## config.mk

```make
export PLATFORM = sky130hd
export DESIGN_NAME = seg_display_scan
export DESIGN_NICKNAME = d
export VERILOG_FILES = /design/src/rtl/seg_display_scan_pkg.sv /design/src/rtl/seg_display_scan_bin2bcd_seq.sv /design/src/rtl/seg_display_scan.sv
export SDC_FILE = /design/constraint.sdc
export NUM_CORES = 1
export LEC_CHECK = 0
export ABC_AREA = 1
export BUFFER_PORTS_ARGS = -buffer_cell sky130_fd_sc_hd__buf_2
export CAP_MARGIN = 40
export CORE_UTILIZATION = 55
export CTS_CLUSTER_SIZE = 14
export DETAILED_ROUTE_END_ITERATION = 10
export PLACE_DENSITY = 0.75
export SYNTH_ARGS = -nofsm -noshare
export SYNTH_HDL_FRONTEND = slang
export SYNTH_HIERARCHICAL = 1
export SYNTH_SLANG_ARGS = --single-unit
export TNS_END_PERCENT = 1
```

## constraint.sdc

```tcl
create_clock -name clk -period 1.6 [get_ports clk]
set_input_delay 0.08 -clock clk [delete_from_list [all_inputs] [get_ports clk]]
set_output_delay 0.08 -clock clk [all_outputs]
set_load 0.05 [all_outputs]
```

## src/rtl/seg_display_scan_pkg.sv

```systemverilog
// Shared definitions for the seven-segment scan driver.
//   DIGIT_W    : bits per displayed digit (hex nibble or BCD digit)
//   SEG_BLANK  : all segments off (active-low)
//   SEG_DASH   : only segment g lit, used to flag overflow
//   conv_state_t : double-dabble sequencer states
//   seg_glyph() : nibble -> active-low {g,f,e,d,c,b,a} pattern
package seg_display_scan_pkg;

  localparam int unsigned DIGIT_W   = 4;
  localparam logic [6:0]  SEG_BLANK = 7'h7F;
  localparam logic [6:0]  SEG_DASH  = 7'b0111111;

  typedef enum logic {
    ST_IDLE = 1'b0,
    ST_CONV = 1'b1
  } conv_state_t;

  // Standard glyphs; 0xA-0xF render as A,b,C,d,E,F.
  function automatic logic [6:0] seg_glyph(input logic [DIGIT_W-1:0] nib);
    logic [6:0] g;
    case (nib)
      4'h0:    g = 7'h40;
      4'h1:    g = 7'h79;
      4'h2:    g = 7'h24;
      4'h3:    g = 7'h30;
      4'h4:    g = 7'h19;
      4'h5:    g = 7'h12;
      4'h6:    g = 7'h02;
      4'h7:    g = 7'h78;
      4'h8:    g = 7'h00;
      4'h9:    g = 7'h10;
      4'hA:    g = 7'h08;
      4'hB:    g = 7'h03;
      4'hC:    g = 7'h46;
      4'hD:    g = 7'h21;
      4'hE:    g = 7'h06;
      default: g = 7'h0E;
    endcase
    return g;
  endfunction

endpackage

```

## src/rtl/seg_display_scan_bin2bcd_seq.sv

```systemverilog
// Sequential double-dabble binary-to-BCD converter, one bit per clock.
//   clk, rst : clock, asynchronous active-high reset (aborts a conversion)
//   start    : begin a conversion of bin (ignored while busy)
//   bin      : binary input, captured on an accepted start
//   busy     : conversion in progress
//   done     : high in the last conversion cycle; bcd/ovf are final then
//   bcd      : NUM_DIGITS packed BCD digits, digit 0 in the low nibble
//   ovf      : a 1 was shifted out of the top BCD digit (value too large)
module bin2bcd_seq
  import seg_display_scan_pkg::*;
#(
  parameter int unsigned DATA_WIDTH = 16,
  parameter int unsigned NUM_DIGITS = 4
) (
  input  logic                          clk,
  input  logic                          rst,
  input  logic                          start,
  input  logic [DATA_WIDTH-1:0]         bin,
  output logic                          busy,
  output logic                          done,
  output logic [NUM_DIGITS*DIGIT_W-1:0] bcd,
  output logic                          ovf
);

  localparam int unsigned      BCD_W = NUM_DIGITS * DIGIT_W;
  localparam int unsigned      CNT_W = $clog2(DATA_WIDTH) + 1;
  localparam logic [CNT_W-1:0] LAST  = CNT_W'(DATA_WIDTH - 1);

  conv_state_t          r_state;
  logic [CNT_W-1:0]     r_cnt;
  logic [DATA_WIDTH-1:0] r_bin;
  logic [BCD_W-1:0]     r_bcd;
  logic                 r_ovf;

  logic [BCD_W-1:0]     w_adj;
  logic [BCD_W-1:0]     w_bcd_next;
  logic                 w_ovf_next;
  logic                 w_last;

  // Add-3 correction on every digit >= 5 before the shift.
  always_comb begin
    w_adj = r_bcd;
    for (int unsigned i = 0; i < NUM_DIGITS; i++) begin
      if (r_bcd[i*DIGIT_W +: DIGIT_W] >= 4'd5) begin
        w_adj[i*DIGIT_W +: DIGIT_W] = r_bcd[i*DIGIT_W +: DIGIT_W] + 4'd3;
      end
    end
  end

  assign w_bcd_next = {w_adj[BCD_W-2:0], r_bin[DATA_WIDTH-1]};
  assign w_ovf_next = r_ovf | w_adj[BCD_W-1];
  assign w_last     = (r_state == ST_CONV) && (r_cnt == LAST);

  // Outputs expose the post-iteration value so the consumer can capture the
  // final result on the same edge that ends the conversion.
  assign busy = (r_state == ST_CONV);
  assign done = w_last;
  assign bcd  = w_bcd_next;
  assign ovf  = w_ovf_next;

  always_ff @(posedge clk or posedge rst) begin
    if (rst) begin
      r_state <= ST_IDLE;
      r_cnt   <= '0;
      r_bin   <= '0;
      r_bcd   <= '0;
      r_ovf   <= 1'b0;
    end else begin
      case (r_state)
        ST_IDLE: begin
          if (start) begin
            r_bin   <= bin;
            r_bcd   <= '0;
            r_ovf   <= 1'b0;
            r_cnt   <= '0;
            r_state <= ST_CONV;
          end
        end
        ST_CONV: begin
          r_bcd <= w_bcd_next;
          r_bin <= r_bin << 1;
          r_ovf <= w_ovf_next;
          r_cnt <= r_cnt + CNT_W'(1);
          if (w_last) begin
            r_state <= ST_IDLE;
          end
        end
        default: r_state <= ST_IDLE;
      endcase
    end
  end

endmodule

```

## src/rtl/seg_display_scan.sv

```systemverilog
// Time-multiplexed common-anode seven-segment driver.
//   clk, rst : clock, asynchronous active-high reset
//   value    : binary number, sampled on an accepted load
//   load     : one-cycle strobe, ignored while busy
//   mode_dec : sampled with load; 1 = decimal via double-dabble, 0 = hex
//   blank_lz : live; blank leading zero digits (digit 0 always shown)
//   busy     : decimal conversion in progress
//   overflow : last loaded value does not fit in NUM_DIGITS digits
//   an       : active-low digit enables, one-hot-low
//   seg      : active-low segments {g,f,e,d,c,b,a}
module seg_display_scan
  import seg_display_scan_pkg::*;
#(
  parameter int unsigned NUM_DIGITS  = 4,
  parameter int unsigned DATA_WIDTH  = 16,
  parameter int unsigned REFRESH_DIV = 100000
) (
  input  logic                  clk,
  input  logic                  rst,
  input  logic [DATA_WIDTH-1:0] value,
  input  logic                  load,
  input  logic                  mode_dec,
  input  logic                  blank_lz,
  output logic                  busy,
  output logic                  overflow,
  output logic [NUM_DIGITS-1:0] an,
  output logic [6:0]            seg
);

  localparam int unsigned BCD_W = NUM_DIGITS * DIGIT_W;
  localparam int unsigned EXT_W = (DATA_WIDTH > BCD_W) ? DATA_WIDTH : BCD_W;
  localparam int unsigned DIV_W = $clog2(REFRESH_DIV);
  localparam int unsigned IDX_W = (NUM_DIGITS > 1) ? $clog2(NUM_DIGITS) : 1;
  localparam logic [DIV_W-1:0] DIV_LAST = DIV_W'(REFRESH_DIV - 1);
  localparam logic [IDX_W-1:0] IDX_LAST = IDX_W'(NUM_DIGITS - 1);

  logic [BCD_W-1:0]      r_dig;
  logic                  r_overflow;
  logic [DIV_W-1:0]      r_div;
  logic [IDX_W-1:0]      r_idx;
  logic [NUM_DIGITS-1:0] r_an;
  logic [6:0]            r_seg;

  logic                  w_busy;
  logic                  w_done;
  logic [BCD_W-1:0]      w_bcd;
  logic                  w_bcd_ovf;
  logic                  w_accept;
  logic                  w_start;
  logic [EXT_W-1:0]      w_value_ext;
  logic [BCD_W-1:0]      w_hex_dig;
  logic                  w_hex_ovf;
  logic [NUM_DIGITS-1:0] w_lead_zero;
  logic                  w_above_zero;
  logic [DIGIT_W-1:0]    w_cur_nib;
  logic                  w_cur_blank;
  logic [6:0]            w_seg_next;
  logic [NUM_DIGITS-1:0] w_an_next;

  // ---------------------------------------------------------------- load path
  assign w_accept = load & ~w_busy;
  assign w_start  = w_accept & mode_dec;

  assign w_value_ext = EXT_W'(value);
  assign w_hex_dig   = w_value_ext[BCD_W-1:0];
  assign w_hex_ovf   = |(w_value_ext >> BCD_W);

  bin2bcd_seq #(
    .DATA_WIDTH (DATA_WIDTH),
    .NUM_DIGITS (NUM_DIGITS)
  ) u_bin2bcd (
    .clk   (clk),
    .rst   (rst),
    .start (w_start),
    .bin   (value),
    .busy  (w_busy),
    .done  (w_done),
    .bcd   (w_bcd),
    .ovf   (w_bcd_ovf)
  );

  assign busy     = w_busy;
  assign overflow = r_overflow;

  // done implies busy, so a hex accept and a conversion result never collide.
  always_ff @(posedge clk or posedge rst) begin
    if (rst) begin
      r_dig      <= '0;
      r_overflow <= 1'b0;
    end else if (w_done) begin
      r_dig      <= w_bcd;
      r_overflow <= w_bcd_ovf;
    end else if (w_accept && !mode_dec) begin
      r_dig      <= w_hex_dig;
      r_overflow <= w_hex_ovf;
    end
  end

  // ---------------------------------------------------------------- scanning
  always_ff @(posedge clk or posedge rst) begin
    if (rst) begin
      r_div <= '0;
      r_idx <= '0;
    end else if (r_div == DIV_LAST) begin
      r_div <= '0;
      r_idx <= (r_idx == IDX_LAST) ? '0 : r_idx + IDX_W'(1);
    end else begin
      r_div <= r_div + DIV_W'(1);
    end
  end

  // w_lead_zero[i]: digit i and every digit above it are zero.
  always_comb begin
    w_lead_zero  = '0;
    w_above_zero = 1'b1;
    for (int unsigned k = 0; k < NUM_DIGITS; k++) begin
      w_above_zero = w_above_zero &
                     (r_dig[(NUM_DIGITS-1-k)*DIGIT_W +: DIGIT_W] == '0);
      w_lead_zero[NUM_DIGITS-1-k] = w_above_zero;
    end
  end

  assign w_cur_nib   = r_dig[r_idx*DIGIT_W +: DIGIT_W];
  assign w_cur_blank = blank_lz && (r_idx != '0) && w_lead_zero[r_idx];

  always_comb begin
    if (r_overflow) begin
      w_seg_next = SEG_DASH;
    end else if (w_cur_blank) begin
      w_seg_next = SEG_BLANK;
    end else begin
      w_seg_next = seg_glyph(w_cur_nib);
    end
  end

  assign w_an_next = ~(NUM_DIGITS'(1) << r_idx);

  always_ff @(posedge clk or posedge rst) begin
    if (rst) begin
      r_an  <= '1;
      r_seg <= SEG_BLANK;
    end else begin
      r_an  <= w_an_next;
      r_seg <= w_seg_next;
    end
  end

  assign an  = r_an;
  assign seg = r_seg;

endmodule

```

* Word level (Yosys, flattened, before mapping)
Memory sizes are Yosys's and may differ from the RTL's.
Index checks and enable logic that the tools add are counted.
** Cells by class
- Add/subtract/negate cells :: 7
- $lt $le $gt $ge :: 5
- Equal/unequal tests :: 4
- Shift-type cells :: 2
- Muxes and demuxes :: 25
- Bitwise logic cells :: 8
- Reduce and logical (&&, ||, !) cells :: 11
** Operator list (count)
- $mux 16 :: 4
- $pmux 16 s2 :: 2
- $add 17x1->17 const B :: 1
- $eq 17x17->1 const B :: 1
- $mux 17 :: 1
- $add 4x2->4 const B :: 4
- $ge 4x3->1 const B :: 4
- $logic_not 4->1 :: 4
- $mux 4 :: 4
- $shiftx 16x5->4 :: 1
- $mux 7 :: 2
- $pmux 5 s2 :: 1
- $mux 1 :: 6
- $add 5x1->5 const B :: 1
- $and 1x1->1 :: 5
- $eq 5x4->1 const B :: 1
- $mux 5 :: 1
- $logic_and 1x1->1 :: 4
- $not 4->4 :: 1
- $pmux 1 s2 :: 2
- $reduce_bool 2->1 :: 2
- $shl 1x2->4 const A :: 1
- $lt 2x3->1 const B :: 1
- $add 2x1->2 const B :: 1
- 7 further kinds :: 7
** Storage, ports and cells
- Register bits :: 86
- ROM bits :: 112
- Bits of input ports :: 21
- Output and inout port bits :: 13
- Logic and storage cells :: 74
- Memories :: 1
** Memories
- (name not given) :: depth 16, width 7, read ports 1, clocked after Yosys merged registers in 0, wr ports 0, RTL line seg_display_scan_pkg.sv:21 : case (nib)

* Longest topological paths before layout
Gate-level depths: netlist of run 1.
- Word-level depth :: 9
- Depth in mapped cells :: 11

* Hierarchy
The synthesis of run 1 kept the hierarchy.
** By module, submodules not included
- seg_display_scan :: instances 1, cells each 355, area each 2730.1 µm², seq. area each 1189.9 µm²
- bin2bcd_seq :: instances 1, cells each 270, area each 2160.8 µm², seq. area each 975.9 µm²

* Worst setup path before layout of run 1
OpenSTA, ideal clock, no wires.
- Path kind :: register to register
- Start point :: register u_bin2bcd.r_state, in the netlist u_bin2bcd/busy
- End point :: register r_dig[15]
- Library setup time :: 82 ps
- Arrival time :: 1727 ps
- Data required time :: 1518 ps
- Slack :: -209 ps
- Cell stages (with the launch flop) :: 10
- Clock period less this slack :: 1809 ps
- Cell sequence :: dfrtp_1 buf_6 nand2_1 inv_1 buf_2 inv_4 o31ai_4 buf_2 nor2_1 a31oi_1
** On the way
- Elaborated cells between the ends (all ways) :: 6
- Classes of those cells :: mux (1); bitwise (2); reduce/logical (3)
** RTL lines
- start: declaration :: RTL line seg_display_scan_bin2bcd_seq.sv:29 : conv_state_t r_state;
- start signal: assignment :: RTL line seg_display_scan_bin2bcd_seq.sv:63 : r_state <= ST_IDLE;
- start signal: assignment :: RTL line seg_display_scan_bin2bcd_seq.sv:76 : r_state <= ST_CONV;
- start signal: assignment :: RTL line seg_display_scan_bin2bcd_seq.sv:85 : r_state <= ST_IDLE;
- $logic_and 1x1->1 (*) :: RTL line seg_display_scan_bin2bcd_seq.sv:52 : assign w_last = (r_state == ST_CONV) && (r_cnt == LAST);
- via w_done :: RTL line seg_display_scan.sv:45 : logic w_done;
- $mux 16 or $reduce_bool 2->1 (tied branches)
- end signal: assignment :: RTL line seg_display_scan.sv:91 : r_dig <= w_bcd;
- end signal: assignment :: RTL line seg_display_scan.sv:94 : r_dig <= w_hex_dig;
- end: declaration :: RTL line seg_display_scan.sv:37 : logic [BCD_W-1:0] r_dig;
Mark *: on every way through the listed nets, which the timed path passes. The rest lies on a longest branch.
A chain may end at the register's enable or synchronous reset.

* Worst setup path after layout of run 1
- Start point :: register u_bin2bcd.r_cnt[1]
- End point :: register r_dig[4]
** On the way
- Longest elaborated chain between the ends :: 3
- Elaborated cells between the ends (all ways) :: 4
- Classes of those cells :: eq/ne (1); mux (1); reduce/logical (2)
** Ends and longest elaborated chain
- start: declaration :: RTL line seg_display_scan_bin2bcd_seq.sv:30 : logic [CNT_W-1:0] r_cnt;
- start signal: assignment :: RTL line seg_display_scan_bin2bcd_seq.sv:83 : r_cnt <= r_cnt + CNT_W'(1);
- $eq 5x4->1 (*) :: RTL line seg_display_scan_bin2bcd_seq.sv:52
- $logic_and 1x1->1 (*) :: RTL line seg_display_scan_bin2bcd_seq.sv:52
- via w_done :: RTL line seg_display_scan.sv:45
- $mux 16 or $reduce_bool 2->1 (tied branches)
Marked as above.

==> reports/summary.txt, run 1 <==
# setup viols final -> 11
Finished Layout Cells -> 799
Arr. time, crit path -> 1940 ps
Tightest Hold Check Type -> input port to flop
Flop pwr share -> 0.375
Clock insertion delay at the later pin of the skew report -> 350 ps
CP max-delay cell -> dfrtp_1
Commonest non-fill, non-tap cells in the layout -> 206 x nand2_1, 71 x dfrtp_1, 65 x nand3_1
Setup CP Type -> flop to flop
CP startpoint kind -> flop
Worst Path Required -> 1840 ps
Clock slew at reported path FFs -> 90 ps
Largest net degree at the start of global routing -> 29
Cell Int Power -> 5.14 mW
Rows -> 34
Ys async rst share -> 1.00
# DRC -> 0
WL per Instance -> 13.9 um
Clock Skews -> 8.19 ps
Ys Warns -> 6
Synthesized area per cell -> 7.83 sq um
First-pass GRT wire length -> 18.6 mm
Slew @ Worst Pin -> 647 ps
Slew Limit Fails -> 0
Ys flop type -> dfrtp_1
All-layer global routing usage -> 0.264
Ant diodes -> 0
Core Area -> 8680 sq um
Post-synthesis register bit count -> 86
Final nets -> 728
Grt total ovfl -> 0
CTS Buf Count -> 9
Maxcap violations -> 0
Sequential area share after synthesis -> 0.443
Clock tree buffer depth -> 2
Hold Path Origin -> value[0]
Tot Pwr -> 9.27 mW
Global placement routability congestion -> 0.862
Initial antenna violation count -> 0
Placed Area -> 5280 sq um
Post-Route WL -> 11.1 mm
Syn nets -> 667
1st-iter DRT viols -> 204
Root Buffer -> clkbuf_8
Sw Ratio -> 0.445
Sw Pwr -> 4.12 mW
IO Pins -> 34
Final instance area -> 5700 sq um
Worst VDD drop -> 1.06 mV
Worst setup EP type -> flop
Full die area -> 9270 sq um
Post-synth EDFFs -> 0
Failing checks -> setup timing
Final antenna-violating net count -> 0
Htree depth -> 3
Post-DP HPWL -> 7.93 mm
Hold Vio Cnt, Final -> 0
Synthesis-to-layout area growth -> 16.6%
Clk network pwr share -> 0.150
Port bufs -> 33
Mapped Area -> 4890 sq um
Die H -> 96.3 um
CTS tree -> done
Die width -> 96.3 um
Drt pass-1 iters -> 5
Reg2reg start -> u_bin2bcd/r_cnt[1]
Most common cell after layout, fill and taps aside -> nand2_1
Vias in the first global route -> 4133
Fin crit share -> 1.06
CP Cell Sequence -> ha_2, and3_4, ha_4, nand2_2, inv_2, inv_6, o31ai_4, buf_8, nor2_1, a31oi_1
Unrepaired setup endpoints after global routing -> yes
Share of cells above drive strength 1 -> 0.203
Vias -> 4274
Post-placement setup slack -> -106 ps
Max incr delay on CP -> 410 ps
CP max FO -> 7
Leak pwr -> 2.88 nW
Final worst-path setup slack -> -101 ps
Tmin final -> 1700 ps
Pwr dens -> 1620 nW/um^2
Critical path origin -> u_bin2bcd/r_cnt[1]
Finished Core Util -> 0.657
Comb power frac -> 0.474
TritonCTS Sinks -> 86
Initial Utilization -> 0.564
Vias per cell -> 5.35
Slew margin rel. -> 0.569
Status -> finished with violations
Unique cell type count in the Yosys netlist -> 46
Fmax -> 0.588 GHz
Placed Cells incl. Taps -> 768
Cells after synthesis -> 625
==> sequential cells by signal, summed over array words and instances, names as in the netlist <==
name / count
r_div: 17
overflow: 1
u_bin2bcd/r_bin: 16
u_bin2bcd/r_ovf: 1
seg: 7
u_bin2bcd/busy: 1
r_idx: 2
an: 4
u_bin2bcd/r_bcd: 16
u_bin2bcd/r_cnt: 5
r_dig: 16
==> cell usage after synthesis (5+ instances only) <==
library cell  instances  share of area
a21oi_1               7         0.0072
a31oi_1              16          0.020
and2_1                9          0.012
buf_2                 7         0.0072
dfrtp_1              75           0.38
dfstp_2              11          0.059
ha_1                 21          0.054
inv_1                59          0.045
inv_2                 5         0.0038
nand2_1             209           0.16
nand3_1              68          0.070
nor2_1               51          0.039
nor3_1                6         0.0061
o21ai_0              20          0.020
xor2_1                6          0.011
==> logic make-up after synthesis <==
group | share of synthesized area
buf+inv | 0.0824
compound gates | 0.0760
fa+ha+maj | 0.0537
flops | 0.443
simple gates | 0.330
xor+xnor | 0.0107
mux | 0.00409
==> worst max-delay path, delay by kind of cell (launching register included) <==
family,cells,cell delay [ps]
AO/OA/AOI/OAI,2,210
adder cells (fa/ha/maj),2,340
buffers and inverters,3,310
flip-flops,1,410
AND/OR/NAND/NOR,3,320
==> layer usage <==
layer	GRT usage	part of all wire	wire, um
met3	0.0308	0.038	425
met4	0.132	0.038	425
met5	0	0	0
met1	0.323	0.44	4860
met2	0.460	0.49	5430
==> layout make-up <==
| cell class | count | area, sq um |
|---|---|---|
| fill | 749 | 2980 |
| inverter | 69 | 287 |
| clock inverter | 5 | 35.0 |
| timing repair buffer | 65 | 522 |
| tap | 108 | 135 |
| clock buffer | 11 | 141 |
| sequential | 86 | 2170 |
| multi-input combinational | 455 | 2410 |
==> through the flow <==
stage	setup TNS (ps)	hold WS (ps)
after global routing	-2450	0.575
after global placement	-979	134
final	-824	13.4
after CTS	-1060	0.172
after detailed placement	-1300	145
after floorplan	-486	207
==> path summary, 6_finish.rpt <==
check / end / slack [ps] / cells past startpoint
worst max-delay path: r_dig[4] / -100 / 10
worst min-delay path: r_dig[0] / 10 / 3
worst max register to register: r_dig[4] / -100 / 10
worst min register to register: seg[6] / 480 / 1
max in group asynchronous: u_bin2bcd/r_bcd[12] / 700 / 4
min in group asynchronous: r_dig[4] / 310 / 3
==> repair_timing <==
action / 4_1_cts / 5_1_grt
resized for setup: 8 / 17
pin swaps: 3 / 3
gates cloned: 3 / 0
hold buffers: 11 / 0
endpoints found under the setup margin: 38 / 31
endpoints found under the hold margin: 44 / 0
buffers inserted: 0 / 1
==> power by group through the flow <==
| stage | clock, mW | combinational [mW] | sequential (mW) |
|---|---|---|---|
| floorplan | 0 | 2.97 | 3.75 |
| global placement | 0 | 3.96 | 3.46 |
| detailed placement | 0 | 4.16 | 3.49 |
| CTS | 1.43 | 4.33 | 3.46 |
| global route | 1.53 | 4.94 | 3.57 |
| finish | 1.39 | 4.39 | 3.48 |
Note: power is estimated with default switching activity, not from simulation.
==> run 2: changes to the inputs <==
--- a/config.mk
+++ b/config.mk
@@ -8,9 +8,11 @@
 export ABC_AREA = 1
 export BUFFER_PORTS_ARGS = -buffer_cell sky130_fd_sc_hd__buf_2
 export CAP_MARGIN = 40
+export CORE_ASPECT_RATIO = 1.4
 export CORE_UTILIZATION = 55
 export CTS_CLUSTER_SIZE = 14
 export DETAILED_ROUTE_END_ITERATION = 10
+export MAX_ROUTING_LAYER = met4
 export PLACE_DENSITY = 0.75
 export SYNTH_ARGS = -nofsm -noshare
 export SYNTH_HDL_FRONTEND = slang
==> run 2 against run 1 <==
The flow still finishes with violations (setup timing). Final cell count is 0.63% higher. Clock skew hardly changed. Sequential power hardly changed. Combinational power is 3% higher. Utilization is 2.4 points higher. Clock power is 53% higher. Via count is 0.73% higher. Largest cell class unchanged. Non-clock buffer count is 9 higher. Flip-flop and latch count stayed put. Sequential share of layout area is 1.0 points lower.
==> reports/summary.txt, run 2 (same netlist as run 1, synthesis figures left out) <==
Commonest non-fill, non-tap cells in the layout -> 204 x nand2_1, 71 x dfrtp_1, 67 x nand3_1
Hold Vio Cnt, Final -> 0 (unchanged)
Register Area -> 2170 sq um (unchanged)
Tightest Hold Check Type -> input port to flop
Met3 Track Usage GR -> 0.0408 (+0.00999)
Clock slew at reported path FFs -> 60 ps (-30 ps)
Status -> finished with violations
Core Area -> 8610 sq um (-0.81%)
Worst VDD drop -> 1.30 mV (+23%)
Reg2reg start -> u_bin2bcd/r_cnt[1]
Final antenna-violating net count -> 0 (unchanged)
Post-Route WL -> 11.0 mm (-0.86%)
Comb power frac -> 0.447 (-0.027)
Placed Cells incl. Taps -> 766 (-0.26%)
# fillers -> 693 (-7.5%)
WL per Instance -> 13.7 um (-1.5%)
Worst reg-to-reg setup slack -> -40 ps (+60 ps)
Root Buffer -> clkbuf_16
IO Pins -> 34 (unchanged)
Vias per cell -> 5.35 (about the same)
Share of cells above drive strength 1 -> 0.209 (+0.00626)
Htree depth -> 3 (unchanged)
Clock tree buffer depth -> 2 (unchanged)
Worst setup EP type -> flop
# setup viols final -> 9 (-2)
Worst Path Required -> 1870 ps (+30 ps)
Vias -> 4305 (+0.73%)
CTS tree -> done
First-pass GRT wire length -> 18.5 mm (-0.63%)
Tmin final -> 1640 ps (-59.3 ps)
WHS Path Cells -> 3 (unchanged)
Ant diodes -> 0 (unchanged)
Top Usage Layer GRT -> met2
Worst r2r path cells -> 10 (unchanged)
Clk network pwr share -> 0.210 (+0.060)
WHS -> 0.603 ps (-12.8 ps)
Final worst-path setup slack -> -41.9 ps (+59.3 ps)
Pwr dens -> 1720 nW/um^2 (+6.1%)
Arr. time, crit path -> 1910 ps (-30 ps)
Fmax -> 0.609 GHz (+3.6%)
CP startpoint kind -> flop
Critical R2R Capture -> r_dig[3]
TritonCTS Sinks -> 86 (unchanged)
Final nets -> 736 (+1.1%)
Largest net degree at the start of global routing -> 40 (+38%)
Cell Int Power -> 5.87 mW (+14%)
Die width -> 81.7 um (-15%)
Clock insertion delay at the later pin of the skew report -> 350 ps (about the same)
Slew @ Worst Pin -> 514 ps (-132 ps)
Sw Ratio -> 0.419 (-0.0256)
CTS Buf Count -> 9 (unchanged)
Drt pass-1 iters -> 5 (unchanged)
CP max FO -> 7 (unchanged)
Leak pwr -> 2.95 nW (+2.7%)
Rows -> 40 (+18%)
Vias in the first global route -> 4165 (+0.77%)
Initial Utilization -> 0.568 (+0.00459)
Full die area -> 9280 sq um (about the same)
Initial antenna violation count -> 0 (unchanged)
GR Util met1 -> 0.289 (-0.0338)
Fin crit share -> 1.03 (-0.0371)
1st-iter DRT viols -> 216 (+5.9%)
Final setup TNS -> -125 ps (+699 ps)
Failing checks -> setup timing
Slew margin rel. -> 0.657 (+0.0881)
Clock Skews -> 8.67 ps (+0.474 ps)
Synthesis-to-layout area growth -> 19.8%
Hold Path Sink -> u_bin2bcd/r_bin[13]
Most common cell after layout, fill and taps aside -> nand2_1
GR Layer Usage met2 -> 0.467 (+0.00626)
Port bufs -> 33 (unchanged)
Grt total ovfl -> 0 (unchanged)
Post-DP HPWL -> 7.86 mm (-0.95%)
Multi-input gate area -> 2390 sq um (-0.93%)
Die H -> 114 um (+18%)
Number of flip-flops in the largest register -> 17 (unchanged)
Slew Limit Fails -> 0 (unchanged)
All-layer global routing usage -> 0.271 (+0.00633)
Maxcap violations -> 0 (unchanged)
Finished Layout Cells -> 804 (+0.63%)
# DRC -> 0 (unchanged)
Hold Path Origin -> value[13]
Unrepaired setup endpoints after global routing -> yes
Flop pwr share -> 0.343 (-0.032)
Global placement routability congestion -> 0.896 (+4.0%)
Setup CP Type -> flop to flop
Sw Pwr -> 4.24 mW (+2.8%)
Largest reg by FF count -> r_div
[run 2: worst max-delay path, stage by stage, from the launching register on]
cell and delay [ps]:
dfrtp_1 360, ha_2 180, and3_4 180, ha_4 120
nand2_2 40, inv_2 80, inv_6 40, o31ai_4 120
clkbuf_16 250, nor2_1 50, a31oi_1 150
[run 2: how the worst max path moves through the flow]
stage / from / to / slack [ps] / cells after the start
floorplan: u_bin2bcd/r_cnt[0] / r_dig[15] / -20 / 11
finish: u_bin2bcd/r_cnt[1] / r_dig[3] / -40 / 10
CTS: u_bin2bcd/r_cnt[1] / r_dig[12] / -30 / 10
global route: u_bin2bcd/r_cnt[1] / r_dig[14] / -100 / 10
global placement: u_bin2bcd/busy / r_dig[15] / -40 / 3
detailed placement: r_idx[0] / seg[5] / -90 / 10
[run 2: layout make-up]
class | instances | area share
Clock inverter | 5 | 0.0100
Tap cell | 105 | 0.0224
Multi-Input combinational cell | 454 | 0.408
Inverter | 69 | 0.0489
Sequential cell | 86 | 0.370
Clock buffer | 11 | 0.0414
Timing Repair Buffer | 74 | 0.0991
[run 2: power by group through the flow]
stage	sequential (mW)	combinational (mW)	clock, mW
2_1_floorplan	3.75	2.97	0
3_3_place_gp	3.44	3.97	0
3_5_place_dp	3.47	4.15	0
4_1_cts	3.44	4.36	2.16
5_1_grt	3.55	5.06	2.24
6_report	3.47	4.51	2.12
[run 2: per-layer routing]
metal	vias to the layer above	wire length, um	share of wire
met5	-	0	0
met1	2026	4460	0.40
met2	105	5760	0.52
met3	33	378	0.034
li1	2141	-	-
met4	0	446	0.040
[run 2: timing repair]
| item | 4_1_cts | 5_1_grt |
|---|---|---|
| hold buffers | 13 | 0 |
| pin swaps | 2 | 8 |
| hold endpoints to repair | 73 | 0 |
| cloned | 2 | 0 |
| gates resized for setup | 7 | 24 |
| setup endpoints to repair | 22 | 41 |
| buffers inserted | 3 | 4 |
[run 2: through the flow]
stage / power [mW] / util / cell area [sq um] / setup slack [ps]
2_1_floorplan: 6.72 / - / 4940 / -23.7
3_3_place_gp: 7.41 / 0.610 / 5250 / -40.6
3_5_place_dp: 7.62 / 0.612 / 5270 / -92.7
4_1_cts: 9.96 / 0.672 / 5790 / -31.5
5_1_grt: 10.9 / 0.681 / 5860 / -97.4
6_report: 10.1 / 0.681 / 5860 / -41.9
==> run 3: changes to the inputs <==
--- a/config.mk
+++ b/config.mk
@@ -5,7 +5,6 @@
 export SDC_FILE = /design/constraint.sdc
 export NUM_CORES = 1
 export LEC_CHECK = 0
-export ABC_AREA = 1
 export BUFFER_PORTS_ARGS = -buffer_cell sky130_fd_sc_hd__buf_2
 export CAP_MARGIN = 40
 export CORE_ASPECT_RATIO = 1.4
@@ -14,6 +13,7 @@
 export DETAILED_ROUTE_END_ITERATION = 10
 export MAX_ROUTING_LAYER = met4
 export PLACE_DENSITY = 0.75
+export SLEW_MARGIN = 20
 export SYNTH_ARGS = -nofsm -noshare
 export SYNTH_HDL_FRONTEND = slang
 export SYNTH_HIERARCHICAL = 1
==> run 3 against run 2 <==
The flow still finishes with violations (setup timing). Final cell count is 13% lower. Sequential power grew 5%. Synthesized cell count decreased by 21%. Setup slack worse by 320 ps. Critical path type unchanged. Critical endpoint is now seg[1]. Largest cell class unchanged.
==> reports/summary.txt, run 3 <==
Worst setup EP type -> flop
Die H -> 114 um (about the same)
Largest net degree at the start of global routing -> 48 (+20%)
IO Pins -> 34 (unchanged)
Die width -> 81.7 um (about the same)
# fillers -> 608 (-12%)
Top delay family on crit path -> multiplexers
Maxcap violations -> 0 (unchanged)
Number of flip-flops in the largest register -> 17 (unchanged)
Worst VDD drop -> 1.68 mV (+29%)
Cells after synthesis -> 495 (-21%)
Unrepaired setup endpoints after global routing -> yes
Htree depth -> 3 (unchanged)
Syn nets -> 537 (-19%)
Tmin final -> 1970 ps (+324 ps)
CP max-delay cell -> mux4_2
Slew @ Worst Pin -> 570 ps (+55.5 ps)
Drt pass-1 iters -> 6 (+1)
TritonCTS Sinks -> 86 (unchanged)
CP Cell Sequence -> buf_4, buf_4, mux4_2, buf_4, o211ai_1, o211ai_1
Global placement routability congestion -> 0.938 (+4.6%)
Final worst-path setup slack -> -366 ps (-324 ps)
Clock Skews -> 7.14 ps (-1.53 ps)
Post-DP HPWL -> 8.50 mm (+8.1%)
Ys Warns -> 6 (unchanged)
Area leader, netlist -> dfrtp_1
Full die area -> 9270 sq um (-0.10%)
Tot Pwr -> 11.8 mW (+17%)
Setup CP Type -> flop to flop
Most common cell after layout, fill and taps aside -> buf_4
All-layer global routing usage -> 0.294 (+0.0233)
Clock insertion delay at the later pin of the skew report -> 350 ps (about the same)
CTS tree -> done
WHS -> 33.7 ps (+33.1 ps)
Fmax -> 0.509 GHz (-16%)
Port bufs -> 33 (unchanged)
Clock tree buffer depth -> 2 (unchanged)
Clock slew at reported path FFs -> 60 ps (about the same)
Initial Utilization -> 0.568 (-0.000581)
Failing checks -> setup timing
Vias -> 4144 (-3.7%)
Count leader, synth -> dfrtp_1
Synthesis-to-layout area growth -> 28.0%
CTS Buf Count -> 9 (unchanged)
Ant diodes -> 0 (unchanged)
Final nets -> 630 (-14%)
First-pass GRT wire length -> 20.0 mm (+8.1%)
Vias per cell -> 5.94 (+11%)
Commonest non-fill, non-tap cells in the layout -> 78 x buf_4, 72 x dfrtp_1, 57 x nand2_1
Grt total ovfl -> 0 (unchanged)
Top cells by count, synth -> 75 x dfrtp_1, 58 x nand2_1, 45 x o21ai_0
Worst Path Required -> 1860 ps (about the same)
Core Area -> 8610 sq um (unchanged)
Mapped Area -> 4890 sq um (-0.10%)
Tightest Hold Check Type -> input port to flop
Rows -> 40 (unchanged)
Post-Route WL -> 12.4 mm (+13%)
Slew margin rel. -> 0.620 (-0.0370)
Pwr dens -> 1890 nW/um^2 (+9.6%)
Status -> finished with violations
# DRC -> 0 (unchanged)
WL per Instance -> 17.8 um (+30%)
Final antenna-violating net count -> 0 (unchanged)
Post-synth EDFFs -> 0 (unchanged)
Share of cells above drive strength 1 -> 0.342 (+0.133)
Sequential area share after synthesis -> 0.443 (+0.000454)
Max incr delay on CP -> 620 ps (+260 ps)
Arr. time, crit path -> 2220 ps (+310 ps)
Synthesized area per cell -> 9.87 sq um (+26%)
CP most frequent cell -> buf_4
# setup viols final -> 19 (+10)
Vias in the first global route -> 4268 (+2.5%)
Largest reg by FF count -> r_div
CP startpoint kind -> flop
Largest cells by area after synthesis -> dfrtp_1 38%, mux2i_1 7.4%, dfstp_2 5.9%
Initial antenna violation count -> 0 (unchanged)
CP max FO -> 10 (+3)
Unique cell type count in the Yosys netlist -> 57 (+24%)
Bufs and invs on worst path -> 3 (unchanged)
Leak pwr -> 2.79 nW (-5.6%)
Slew Limit Fails -> 0 (unchanged)
1st-iter DRT viols -> 170 (-21%)
Synth top area share -> 0.384 (+0.000393)
Hold Vio Cnt, Final -> 0 (unchanged)
Fin crit share -> 1.23 (+0.203)
Root Buffer -> clkbuf_16
Post-synthesis register bit count -> 86 (unchanged)
Ys flop type -> dfrtp_1
Ys async rst share -> 1.00 (unchanged)
## run 3: logic make-up after synthesis
family | Yosys count | synth area share
AO/OA/AOI/OAI | 102 | 0.136
XOR/XNOR | 21 | 0.0376
adder cells (fa/ha/maj) | 21 | 0.0538
buffers and inverters | 58 | 0.0553
flip-flops | 86 | 0.443
multiplexers | 45 | 0.104
AND/OR/NAND/NOR | 162 | 0.170
## run 3: worst min-delay path, stage by stage
cell	delay, ps
buf_2	90
mux2i_1	70
o21ai_1	110
## run 3: worst paths after layout
check | from | slack, ps | cells after the start | end
max | r_idx[0] | -370 | 6 | seg[1]
min | value[14] | 30 | 3 | r_dig[14]
max reg2reg | r_idx[0] | -370 | 6 | seg[1]
min reg2reg | u_bin2bcd/r_bin[9] | 470 | 2 | u_bin2bcd/r_bin[10]
max in group asynchronous | rst | 750 | 4 | r_idx[0]
min in group asynchronous | rst | 400 | 4 | u_bin2bcd/r_bin[10]
## run 3: per-stage QoR
step	area [sq um]	cells	setup WS (ps)	util	TNS [ps]
2_1_floorplan	4930	495	-293	-	-5680
3_3_place_gp	5660	678	-278	0.657	-3180
3_5_place_dp	5660	678	-350	0.657	-4630
4_1_cts	6070	697	-291	0.705	-2440
5_1_grt	6250	698	-421	0.727	-4040
6_report	6250	698	-366	0.727	-2420
## run 3: report_power, final
group	internal [mW]	switching, mW	total [mW]
Clock	1.41	0.877	2.29
Sequential	2.94	0.702	3.64
Combinational	2.67	3.22	5.89
## run 3: timing repair
| item | CTS | global route |
|---|---|---|
| hold endpoints to repair | 75 | 0 |
| resized for setup | 20 | 46 |
| buffers inserted | 2 | 1 |
| endpoints found under the setup margin | 27 | 33 |
| pin swaps | 2 | 10 |
| hold buffers | 1 | 0 |
| gates cloned | 0 | 0 |
## run 3: area by class of cell
class	count	area [sq um]	share of cell area
Tap cell	105	131	0.0210
Inverter	24	92.6	0.0148
Timing Repair Buffer	116	836	0.134
Multi-Input combinational cell	351	2700	0.432
Clock buffer	11	243	0.0388
Sequential cell	86	2170	0.347
Clock inverter	5	81.3	0.0130
## run 3: per-layer routing
metal  routed length (um)  track usage  share of wire  vias to the layer above
met5                    0            -              0                        -
met4                  488        0.146          0.039                        0
met3                  464       0.0440          0.037                       45
met2                 6880        0.525           0.55                      115
met1                 4610        0.306           0.37                     2037
li1                     -            -              -                     1947
